===== config.mk =====
export PLATFORM = sky130hd
export DESIGN_NAME = board_input_conditioner
export DESIGN_NICKNAME = d
export VERILOG_FILES = /design/src/rtl/board_input_conditioner.sv
export SDC_FILE = /design/constraint.sdc
export NUM_CORES = 1
export LEC_CHECK = 0
export CAP_MARGIN = 20
export CORE_MARGIN = 3
export CORE_UTILIZATION = 55
export CTS_CLUSTER_SIZE = 28
export DETAILED_ROUTE_END_ITERATION = 7
export PLACE_DENSITY_LB_ADDON = 0.15
export SLEW_MARGIN = 20
export SYNTH_ARGS = -nofsm -noshare
export SYNTH_HDL_FRONTEND = slang
export SYNTH_SLANG_ARGS = --single-unit

===== constraint.sdc =====
create_clock -name clk_sys_i -period 2.1 [get_ports clk_sys_i]
set_input_delay 0.63 -clock clk_sys_i [delete_from_list [all_inputs] [get_ports clk_sys_i]]
set_output_delay 0.63 -clock clk_sys_i [all_outputs]
set_load 0.05 [all_outputs]

===== src/rtl/board_input_conditioner.sv =====
`default_nettype none
// ============================================================================
// Module   : board_input_conditioner
// Purpose  : Board reset sequencer plus switch/button synchroniser, inverter
//            and debouncer. Optional edge pulses: BOARD_INPUT_COND_EDGE_EN.
// Revision : 1.0 - initial release
// ============================================================================
module board_input_conditioner #(
    parameter int unsigned      NumSw          = 13,
    parameter logic [NumSw-1:0] InvertMask     = '1,
    parameter int unsigned      DebounceCycles = 50000,
    parameter int unsigned      PorDelayCycles = 5,
    parameter int unsigned      PorHoldCycles  = 195
) (
    input  logic             clk_sys_i,
    input  logic             rst_sys_i,
    input  logic             rst_btn_ni,
    input  logic [NumSw-1:0] sw_i,
    output logic [NumSw-1:0] sw_o,
    output logic [NumSw-1:0] sw_rise_o,
    output logic [NumSw-1:0] sw_fall_o,
    output logic             rst_req_o,
    output logic             por_done_o
);

    localparam int unsigned c_db_w   = (DebounceCycles > 1) ? $clog2(DebounceCycles) : 1;
    localparam int unsigned c_por_max = (PorDelayCycles > PorHoldCycles) ? PorDelayCycles
                                                                         : PorHoldCycles;
    localparam int unsigned c_cnt_w  = $clog2(c_por_max + 1);

    localparam logic [c_db_w-1:0]  c_db_last   = c_db_w'(DebounceCycles - 1);
    localparam logic [c_db_w-1:0]  c_db_one    = c_db_w'(1);
    localparam logic [c_cnt_w-1:0] c_delay     = c_cnt_w'(PorDelayCycles);
    localparam logic [c_cnt_w-1:0] c_hold_last = c_cnt_w'(PorHoldCycles - 1);
    localparam logic [c_cnt_w-1:0] c_cnt_one   = c_cnt_w'(1);

    typedef enum logic [1:0] {
        ST_OFF  = 2'd0,
        ST_HOLD = 2'd1,
        ST_RUN  = 2'd2,
        ST_BTN  = 2'd3
    } state_t;

    // ------------------------------------------------------------------
    // Switch channels: synchroniser, polarity fix-up and debounce
    // ------------------------------------------------------------------
    logic [NumSw-1:0]  r_sw_meta;
    logic [NumSw-1:0]  r_sw_sync;
    logic [NumSw-1:0]  r_sw_stable;
    logic [c_db_w-1:0] r_sw_cnt [NumSw];
    logic [NumSw-1:0]  w_sw_act;
    logic [NumSw-1:0]  w_sw_flip;

    assign w_sw_act = r_sw_sync ^ InvertMask;

    // A channel flips on the cycle its counter has seen enough disagreeing samples.
    always_comb begin
        w_sw_flip = '0;
        for (int i = 0; i < NumSw; i++) begin
            w_sw_flip[i] = (w_sw_act[i] != r_sw_stable[i]) && (r_sw_cnt[i] == c_db_last);
        end
    end

    always_ff @(posedge clk_sys_i) begin
        if (rst_sys_i) begin
            r_sw_meta   <= InvertMask;
            r_sw_sync   <= InvertMask;
            r_sw_stable <= '0;
            for (int i = 0; i < NumSw; i++) begin
                r_sw_cnt[i] <= '0;
            end
        end else begin
            r_sw_meta   <= sw_i;
            r_sw_sync   <= r_sw_meta;
            r_sw_stable <= r_sw_stable ^ w_sw_flip;
            for (int i = 0; i < NumSw; i++) begin
                if ((w_sw_act[i] == r_sw_stable[i]) || w_sw_flip[i]) begin
                    r_sw_cnt[i] <= '0;
                end else begin
                    r_sw_cnt[i] <= r_sw_cnt[i] + c_db_one;
                end
            end
        end
    end

    assign sw_o = r_sw_stable;

`ifdef BOARD_INPUT_COND_EDGE_EN
    logic [NumSw-1:0] r_sw_rise;
    logic [NumSw-1:0] r_sw_fall;

    // Pulses are registered alongside the stable value so they line up with sw_o.
    always_ff @(posedge clk_sys_i) begin
        if (rst_sys_i) begin
            r_sw_rise <= '0;
            r_sw_fall <= '0;
        end else begin
            r_sw_rise <= w_sw_flip & w_sw_act;
            r_sw_fall <= w_sw_flip & ~w_sw_act;
        end
    end

    assign sw_rise_o = r_sw_rise;
    assign sw_fall_o = r_sw_fall;
`else
    assign sw_rise_o = '0;
    assign sw_fall_o = '0;
`endif

    // ------------------------------------------------------------------
    // Reset button: synchronised, always active-low, same debounce rule
    // ------------------------------------------------------------------
    logic              r_btn_meta;
    logic              r_btn_sync;
    logic              r_btn_stable;
    logic [c_db_w-1:0] r_btn_cnt;
    logic              w_btn_act;
    logic              w_btn_flip;

    assign w_btn_act  = ~r_btn_sync;
    assign w_btn_flip = (w_btn_act != r_btn_stable) && (r_btn_cnt == c_db_last);

    always_ff @(posedge clk_sys_i) begin
        if (rst_sys_i) begin
            r_btn_meta   <= 1'b1;
            r_btn_sync   <= 1'b1;
            r_btn_stable <= 1'b0;
            r_btn_cnt    <= '0;
        end else begin
            r_btn_meta   <= rst_btn_ni;
            r_btn_sync   <= r_btn_meta;
            r_btn_stable <= r_btn_stable ^ w_btn_flip;
            if ((w_btn_act == r_btn_stable) || w_btn_flip) begin
                r_btn_cnt <= '0;
            end else begin
                r_btn_cnt <= r_btn_cnt + c_db_one;
            end
        end
    end

    // ------------------------------------------------------------------
    // Reset sequencer: OFF -> HOLD -> RUN, button press detours via BTN
    // ------------------------------------------------------------------
    state_t             r_state;
    logic [c_cnt_w-1:0] r_cnt;
    logic               r_rst_req;
    logic               r_por_done;

    always_ff @(posedge clk_sys_i) begin
        if (rst_sys_i) begin
            r_state    <= ST_OFF;
            r_cnt      <= '0;
            r_rst_req  <= 1'b0;
            r_por_done <= 1'b0;
        end else begin
            case (r_state)
                ST_OFF: begin
                    if (r_cnt == c_delay) begin
                        r_state   <= ST_HOLD;
                        r_cnt     <= '0;
                        r_rst_req <= 1'b1;
                    end else begin
                        r_cnt <= r_cnt + c_cnt_one;
                    end
                end
                ST_HOLD: begin
                    if (r_cnt == c_hold_last) begin
                        r_state    <= ST_RUN;
                        r_cnt      <= '0;
                        r_rst_req  <= 1'b0;
                        r_por_done <= 1'b1;
                    end else begin
                        r_cnt <= r_cnt + c_cnt_one;
                    end
                end
                ST_RUN: begin
                    if (r_btn_stable) begin
                        r_state   <= ST_BTN;
                        r_rst_req <= 1'b1;
                    end
                end
                ST_BTN: begin
                    // Release re-enters HOLD so a short press still gets a full window.
                    if (!r_btn_stable) begin
                        r_state <= ST_HOLD;
                        r_cnt   <= '0;
                    end
                end
                default: begin
                    r_state   <= ST_OFF;
                    r_cnt     <= '0;
                    r_rst_req <= 1'b0;
                end
            endcase
        end
    end

    assign rst_req_o  = r_rst_req;
    assign por_done_o = r_por_done;

endmodule
`default_nettype wire

==> results_tabular.tex, run 1 <==
\begin{tabular}{lr}
\hline
Metric & Value \\
\hline
\multicolumn{2}{l}{\textbf{Global route}} \\
\quad Overflow left after global routing & 0 \\
\quad Number of global-route vias before repair & 9534 \\
\quad Overall fraction of global-route tracks in use & 17.72\% \\
\quad Wire length of the first global-routing pass & 42960 microns \\
\quad Number of antenna violations at the first check in global routing & 0 \\
\quad Maximum number of pins on one net before global-route repair & 29 \\
\multicolumn{2}{l}{\textbf{Run}} \\
\quad Max-capacitance violation count & 0 \\
\multicolumn{2}{l}{\textbf{Critical path}} \\
\quad Cells along the critical path & or4b\_1, or4\_4, o21ai\_4, buf\_12, nor2\_1 \\
\quad Slowest cell on crit path & or4b\_1 \\
\quad Source of the critical timing path & r\_sw\_cnt[0][125] \\
\quad Worst-path maximum fanout & 12 \\
\quad Startpoint of the worst register-to-register path & r\_sw\_cnt[0][125] \\
\quad FF-to-FF setup slack & a little over 100 ps \\
\quad End point of the critical path & r\_sw\_cnt[0][119] \\
\quad Worst flop-to-flop path endpoint & r\_sw\_cnt[0][119] \\
\quad Arrival time worst endpoint & 2310 ps \\
\quad Length in cells of the worst reg-to-reg path & 5 \\
\quad Buffer and inverter count on the worst path & 1 \\
\quad Required time at the endpoint of the critical path & 2410 ps \\
\quad Path type of the worst setup path & register to register \\
\quad Largest incremental delay on the critical path & 530 ps \\
\quad Crit path capture type & register \\
\quad Cell family with most CP delay & simple AND/OR/NAND/NOR gates \\
\quad Startpoint Class & register \\
\quad Path length in cells of the critical path & 5 \\
\multicolumn{2}{l}{\textbf{Placement}} \\
\quad Port-buffer cells & 30 \\
\quad Weighted congestion at the end of routability-driven global placement & 0.8225 \\
\quad Detailed Place HPWL & approximately 17000 microns \\
\quad Worst slack, placed & 7.749 ps \\
\multicolumn{2}{l}{\textbf{Pwr}} \\
\quad Total power per unit cell area & between 700 and 800 nW/um\^{}2 \\
\quad Internal power consumption & approximately 10 mW \\
\quad Clock network power share & a little under half \\
\quad Switching part of the total power & approximately 22\% \\
\quad Seq pwr share & between 40\% and 50\% \\
\quad Leak Pwr & $\sim$6.1 nW \\
\quad Switching Power & 2.960 mW \\
\quad Power share of the combinational group & 6.2\% \\
\quad Max rail drop VDD & 813.2 uV \\
\multicolumn{2}{l}{\textbf{Detailed routing}} \\
\quad Violation count after the first detailed-routing iteration & between 600 and 700 \\
\quad Aggregate routed wire length & 24990 microns \\
\quad Remaining routing DRC violations & 0 \\
\quad Routed length per instance & 12.56 microns \\
\quad Via count & 10.20k \\
\quad Number of detailed-routing iterations run before antenna repair & 5 \\
\quad Antenna Violating Nets Remaining & 0 \\
\quad Drt via density & 5.129 \\
\multicolumn{2}{l}{\textbf{Timing}} \\
\quad Worst clock skew & 10.22 ps \\
\quad Setup TNS & 0 ps \\
\quad Worst hold margin & just over 400 ps \\
\quad Final critical-path setup slack & between 100 and 150 ps \\
\quad Ratio of final minimum period to clock period & a little over nine tenths \\
\quad Count of endpoints failing setup in the final report & 0 \\
\quad Actual transition at the worst max-transition pin & 512.1 ps \\
\quad Post-layout min period & 1997 ps \\
\quad Setup repair after global routing missed its margin & false \\
\quad Final count of pins violating max slew & 0 \\
\quad Final Hold Fails & 0 \\
\quad Maximum operating frequency & 500.8 MHz \\
\quad Rel. slew slack & 65.54\% \\
\multicolumn{2}{l}{\textbf{Logic synthesis}} \\
\quad Dominant combinational cell family by area after synthesis & simple AND/OR/NAND/NOR gates \\
\quad Mean cell area of the mapped netlist & 10.46 sq um \\
\quad Synthesized instance count & 1358 \\
\quad Fraction of synthesized area in multiplexers & less than 1\% \\
\quad Simple-gate area share of the yosys netlist & 25.24\% \\
\quad Post-synthesis sequential element count & 278 \\
\quad Number of flops mapped to enable cells by yosys & 208 \\
\quad XOR/XNOR Fraction of Synth Area & 11.23\% \\
\quad Most used flip-flop cell after synthesis & edfxtp\_1 \\
\quad Adder-cell area share of the yosys netlist & 2.027\% \\
\quad Sequential area share after synthesis & a little over half \\
\quad Count of different cell masters after synthesis & between 50 and 60 \\
\quad Complex-gate fraction of the synthesized area & 4.177\% \\
\quad Synth async-reset ratio & 0\% \\
\quad Ys Warns & 0 \\
\quad Post-Synthesis Cell Area & 14200 sq um \\
\multicolumn{2}{l}{\textbf{Floorplanning}} \\
\quad I/O pin cnt & 57 \\
\quad Standard-cell rows & 58 \\
\quad Overall die area & 27780 sq um \\
\quad X dimension of the die & 166.7 microns \\
\quad CORE AREA & around 25000 sq um \\
\quad Die height & $\sim$170 microns \\
\quad Initial standard-cell utilization of the core & 56.23\% \\
\multicolumn{2}{l}{\textbf{CTS}} \\
\quad Maximum clock insertion buffer count & 3 \\
\quad Htree depth & 1 \\
\quad Clock tree from TritonCTS & built \\
\quad Clock Pin Slew Worst Setup and Hold Paths & 60 ps \\
\quad Source-to-sink clock delay at the later pin of the worst-skew pair & 560 ps \\
\quad CTS Sinks & 278 \\
\quad CTS Root Buffer Type & clkbuf\_16 \\
\quad Number of buffers added to fix hold violations after cts & 0 \\
\quad Number of buffers created by CTS & 31 \\
\multicolumn{2}{l}{\textbf{Finish}} \\
\quad Footprint of the flip-flops and latches & 7647 sq um \\
\quad Filler cell count in the final layout & 2051 \\
\quad Nets@finish & 1673 \\
\quad Multi-input logic area & between 6000 and 7000 sq um \\
\quad Synthesis-to-layout area growth & 19.47\% \\
\quad Core occupancy in the finished layout & 67.18\% \\
\quad Fraction of final layout cells with drive strength greater than 1 & 10.37\% \\
\quad Antenna diode count & 0 \\
\multicolumn{2}{l}{\textbf{Outcome}} \\
\quad Outcome & complete, no violations \\
\multicolumn{2}{l}{\textbf{Min path}} \\
\quad Hold Crit Start & r\_sw\_meta[7] \\
\quad Type of the worst min-delay path & register to register \\
\hline
\end{tabular}
==> layer usage <==
metal	vias up	global-route usage (%)	part of all wire, %
met1	4761	23.86	47
li1	5233	-	-
met5	-	0	0
met3	43	2.706	3.5
met4	0	5.201	2.6
met2	164	29.95	47
==> kinds of logic (layout without fill, tap and decap cells) <==
kind of cell / Yosys count / count (layout)
simple gates: 677 / 677
flops: 278 / 278
xor+xnor: 182 / 182
compound gates: 100 / 100
buf+inv: 94 / 163
fa+ha+maj: 23 / 23
other cells: 2 / 234
mux: 2 / 2
==> cell type report <==
class,instances,area share [%]
clock buffers,41,5.281
multi-input cells,1218,41.16
inverters,25,0.5531
flip-flops and latches,278,45.08
repair buffers,80,3.975
clock inverters,17,1.519
well taps,330,2.434
==> repair_timing <==
| item | in CTS | in global routing |
|---|---|---|
| endpoints found under the setup margin | 0 | 65 |
| resized for setup | 0 | 6 |
| buffers inserted | 0 | 2 |
==> cells in the mapped netlist, drive strengths merged (15+ instances only) <==
master / n / area, sq um
edfxtp: 208 / 6246
xnor2: 89 / 779.5
or2: 42 / 262.8
and3: 40 / 250.2
ha: 23 / 287.8
nand4: 70 / 437.9
or4: 15 / 116.4
inv: 25 / 93.84
o21ai: 27 / 146.4
nor3: 41 / 205.2
buf: 34 / 236.5
clkbuf: 35 / 133.9
nand2: 67 / 251.5
xor2: 93 / 814.5
nand3: 79 / 395.4
nor4: 22 / 137.6
nor2: 208 / 780.8
a21oi: 46 / 230.2
or3: 32 / 200.2
and4: 18 / 158.9
dfxtp: 70 / 1401
==> registers in the layout (all words and copies together), names as in the netlist, named ones only <==
signal	cells
r_state	2
por_done_o	1
r_sw_sync	13
r_btn_sync	1
r_btn_meta	1
r_btn_cnt	16
r_cnt	8
r_sw_cnt	208
rst_req_o	1
r_sw_meta	13
==> power groups by stage <==
| stage | sequential [mW] | clock (mW) | combinational, mW |
|---|---|---|---|
| 2_1_floorplan | 6.45 | 0 | 0.629 |
| 3_3_place_gp | 6.47 | 0 | 0.783 |
| 3_5_place_dp | 6.49 | 0 | 0.797 |
| 4_1_cts | 6.37 | 6.09 | 0.805 |
| 5_1_grt | 6.41 | 6.32 | 0.921 |
| 6_report | 6.38 | 5.97 | 0.823 |
==> how the worst min path moves through the flow <==
stage | to | slack, ps | cells past startpoint
after floorplan | r_btn_sync | 390 | 1
after global placement | r_sw_sync[9] | 390 | 1
after detailed placement | r_sw_sync[7] | 390 | 1
after CTS | r_sw_sync[7] | 410 | 1
after global routing | r_sw_sync[7] | 420 | 1
final | r_sw_sync[7] | 400 | 1
==> worst register-to-register path: cells and delay by family, from the launching register on <==
family / cells / cell delay [ps]
simple gates: 3 / 1030
compound gates: 1 / 180
flops: 1 / 390
buf+inv: 1 / 150
==> stage by stage <==
step | power, mW | cell area [sq um] | std cells
6_report | 13.17 | 16970 | 1989
5_1_grt | 13.65 | 16970 | 1989
4_1_cts | 13.27 | 16920 | 1987
3_5_place_dp | 7.284 | 15770 | 1929
3_3_place_gp | 7.254 | 15770 | 1929
2_1_floorplan | 7.076 | 15070 | 1590
==> cells in the final DEF (no fill, tap or decap), types with 40 or more instances in the layout <==
| master | count |
|---|---|
| a21oi_1 | 46 |
| and3_1 | 40 |
| buf_4 | 61 |
| conb_1 | 234 |
| dfxtp_1 | 70 |
| edfxtp_1 | 208 |
| nand2_1 | 67 |
| nand3_1 | 79 |
| nand4_1 | 70 |
| nor2_1 | 208 |
| nor3_1 | 41 |
| or2_2 | 41 |
| xnor2_1 | 89 |
| xor2_1 | 93 |
Note: power is estimated with default switching activity, not from simulation.
==> inputs of run 2 (changes only) <==
CAP_MARGIN = unset   (was 20)
CORE_MARGIN = 2   (was 3)
==> run 2 against run 1 <==
Net effect: power decreased by 3.8%; global-route usage increased by 0.98 points; register-to-register slack about the same; clock skew increased by 1.3 ps; clock power decreased by 8.5%; wire length decreased by 0.89%; largest cell class unchanged; critical endpoint is now r_sw_cnt[0][37].
==> results_tabular.tex, run 2 (same netlist as run 1, synthesis figures left out) <==
\begin{tabular}{lr}
\hline
Metric & Value \\
\hline
\multicolumn{2}{l}{\textbf{CTS}} \\
\quad Clock tree from TritonCTS & built \\
\quad Clock Pin Slew Worst Setup and Hold Paths & 60 ps \\
\quad Number of buffers created by CTS & 31 \\
\quad CTS Sinks & around 280 \\
\quad Htree depth & 1 \\
\quad Number of buffers added to fix hold violations after cts & 0 \\
\quad Maximum clock insertion buffer count & 3 \\
\quad CTS Root Buffer Type & clkbuf\_16 \\
\quad Number of buffers inserted to repair setup after CTS & 0 \\
\quad Source-to-sink clock delay at the later pin of the worst-skew pair & 560 ps \\
\multicolumn{2}{l}{\textbf{Floorplanning}} \\
\quad Overall die area & around 27000 sq um \\
\quad I/O pin cnt & 57 \\
\quad Initial standard-cell utilization of the core & 56.23\% \\
\quad Die height & 164.7 microns \\
\quad CORE AREA & 25250 sq um \\
\quad Standard-cell rows & 58 \\
\quad X dimension of the die & $\sim$160 microns \\
\multicolumn{2}{l}{\textbf{Finish}} \\
\quad Largest registers & r\_sw\_cnt x208, r\_btn\_cnt x16 \\
\quad Fraction of final layout cells with drive strength greater than 1 & 10.08\% \\
\quad Most common cell after layout, fill and taps aside & conb\_1 \\
\quad Antenna diode count & 0 \\
\quad Synthesis-to-layout area growth & 18.64\% \\
\quad Largest register by flop count & r\_sw\_cnt \\
\quad Core occupancy in the finished layout & roughly two thirds \\
\quad Most frequent cells in the layout & conb\_1, nor2\_1, edfxtp\_1, xor2\_1, xnor2\_1 \\
\quad Nets@finish & around 1.7k \\
\quad Filler cell count in the final layout & 1971 \\
\quad Flip-flop count of the largest register after layout & 208 \\
\quad Post-route cell area & $\sim$17000 sq um \\
\quad Final std cells w/o fill & a little under 2k \\
\multicolumn{2}{l}{\textbf{Placement}} \\
\quad Instance count after placement with tap cells included & $\sim$1.9k \\
\quad Detailed Place HPWL & 17280 microns \\
\quad Post-detailed-placement cell area & 15760 sq um \\
\quad Weighted congestion at the end of routability-driven global placement & 0.8049 \\
\quad Port-buffer cells & 30 \\
\multicolumn{2}{l}{\textbf{Global route}} \\
\quad Overflow left after global routing & 0 \\
\quad Wire length of the first global-routing pass & 42810 microns \\
\quad Maximum number of pins on one net before global-route repair & 41 \\
\quad Overall fraction of global-route tracks in use & 18.70\% \\
\quad Number of antenna violations at the first check in global routing & 0 \\
\quad Number of global-route vias before repair & 9611 \\
\multicolumn{2}{l}{\textbf{Min path}} \\
\quad Type of the worst min-delay path & register to register \\
\multicolumn{2}{l}{\textbf{Pwr}} \\
\quad Total power per unit cell area & 751.9 nW/um\^{}2 \\
\quad Leak Pwr & approximately 6 nW \\
\quad Max rail drop VDD & 830.7 uV \\
\multicolumn{2}{l}{\textbf{Detailed routing}} \\
\quad Antenna Violating Nets Remaining & 0 \\
\quad Remaining routing DRC violations & 0 \\
\quad Violation count after the first detailed-routing iteration & 577 \\
\quad Via count & roughly 10k \\
\quad Routed length per instance & 12.47 microns \\
\quad Number of detailed-routing iterations run before antenna repair & 5 \\
\quad Drt via density & 5.111 \\
\quad Aggregate routed wire length & 24770 microns \\
\multicolumn{2}{l}{\textbf{Timing}} \\
\quad Post-layout min period & 2011 ps \\
\quad Setup TNS & 0 ps \\
\quad Worst clock skew & 11.57 ps \\
\quad Final count of pins violating max slew & 0 \\
\quad Final Hold Fails & 0 \\
\quad Maximum operating frequency & 497.4 MHz \\
\quad Count of endpoints failing setup in the final report & 0 \\
\quad Setup repair after global routing missed its margin & false \\
\quad Ratio of final minimum period to clock period & a little over nine tenths \\
\quad Worst hold margin & a little over 400 ps \\
\multicolumn{2}{l}{\textbf{Critical path}} \\
\quad Path type of the worst setup path & register to register \\
\quad Startpoint Class & register \\
\quad Arrival time worst endpoint & between 2000 and 2500 ps \\
\quad Worst-path maximum fanout & 6 \\
\quad Required time at the endpoint of the critical path & 2400 ps \\
\quad Crit path capture type & register \\
\multicolumn{2}{l}{\textbf{Outcome}} \\
\quad Outcome & complete, no violations \\
\multicolumn{2}{l}{\textbf{Run}} \\
\quad Max-capacitance violation count & 0 \\
\hline
\end{tabular}
run 2: path summary, 6_finish.rpt:
kind / end / slack (ps) / depth (start not counted) / start
setup / recovery: r_sw_cnt[0][37] / 90 / 5 / r_sw_cnt[0][43]
setup reg to reg: r_sw_cnt[0][37] / 90 / 5 / r_sw_cnt[0][43]
hold reg to reg: r_sw_sync[7] / 410 / 1 / r_sw_meta[7]
hold / removal: r_sw_sync[7] / 410 / 1 / r_sw_meta[7]
run 2: worst max-delay path, cell delays in order (launching register included):
cell      delay [ps]
edfxtp_1         370
or4_1            540
or4_4            550
nand2_2          110
buf_4            150
nor2_1            50
run 2: final cells by class:
cell class | count | area [sq um] | share of cell area (%)
flip-flops and latches | 278 | 7647 | 45.39
multi-input cells | 1218 | 6998 | 41.54
clock buffers | 39 | 855.8 | 5.080
repair buffers | 78 | 646.9 | 3.840
well taps | 330 | 412.9 | 2.451
clock inverters | 18 | 191.4 | 1.136
inverters | 25 | 93.84 | 0.5570
run 2: per-stage QoR:
stage | worst slack (ps) | total power [mW]
2_1_floorplan | 9.074 | 7.076
3_3_place_gp | 76.82 | 7.252
3_5_place_dp | 47.53 | 7.288
4_1_cts | 25.94 | 12.80
5_1_grt | 11.77 | 13.17
6_report | 89.48 | 12.67
run 2: power breakdown:
group	switching (mW)	internal [mW]
logic	0.504	0.326
registers	0.235	6.14
clock network	2.12	3.35
total	2.85	9.81
run 2: repair_timing:
action,in CTS,in global routing
gates resized for setup,0,8
hold endpoints to repair,0,0
setup endpoints to repair,0,44
run 2: layer usage:
layer | GRT usage (%) | vias up | share of wire, %
met5 | 0 | - | 0
met4 | 4.545 | 0 | 1.4
met3 | 2.813 | 29 | 4.0
met2 | 31.34 | 152 | 47
met1 | 25.70 | 4742 | 48
li1 | - | 5228 | -
==> inputs of run 3 (changes only) <==
HOLD_SLACK_MARGIN = 0.15   (was unset)
==> results of run 3 <==
No change in the layout: final DEF, timing and power equal those of run 2.
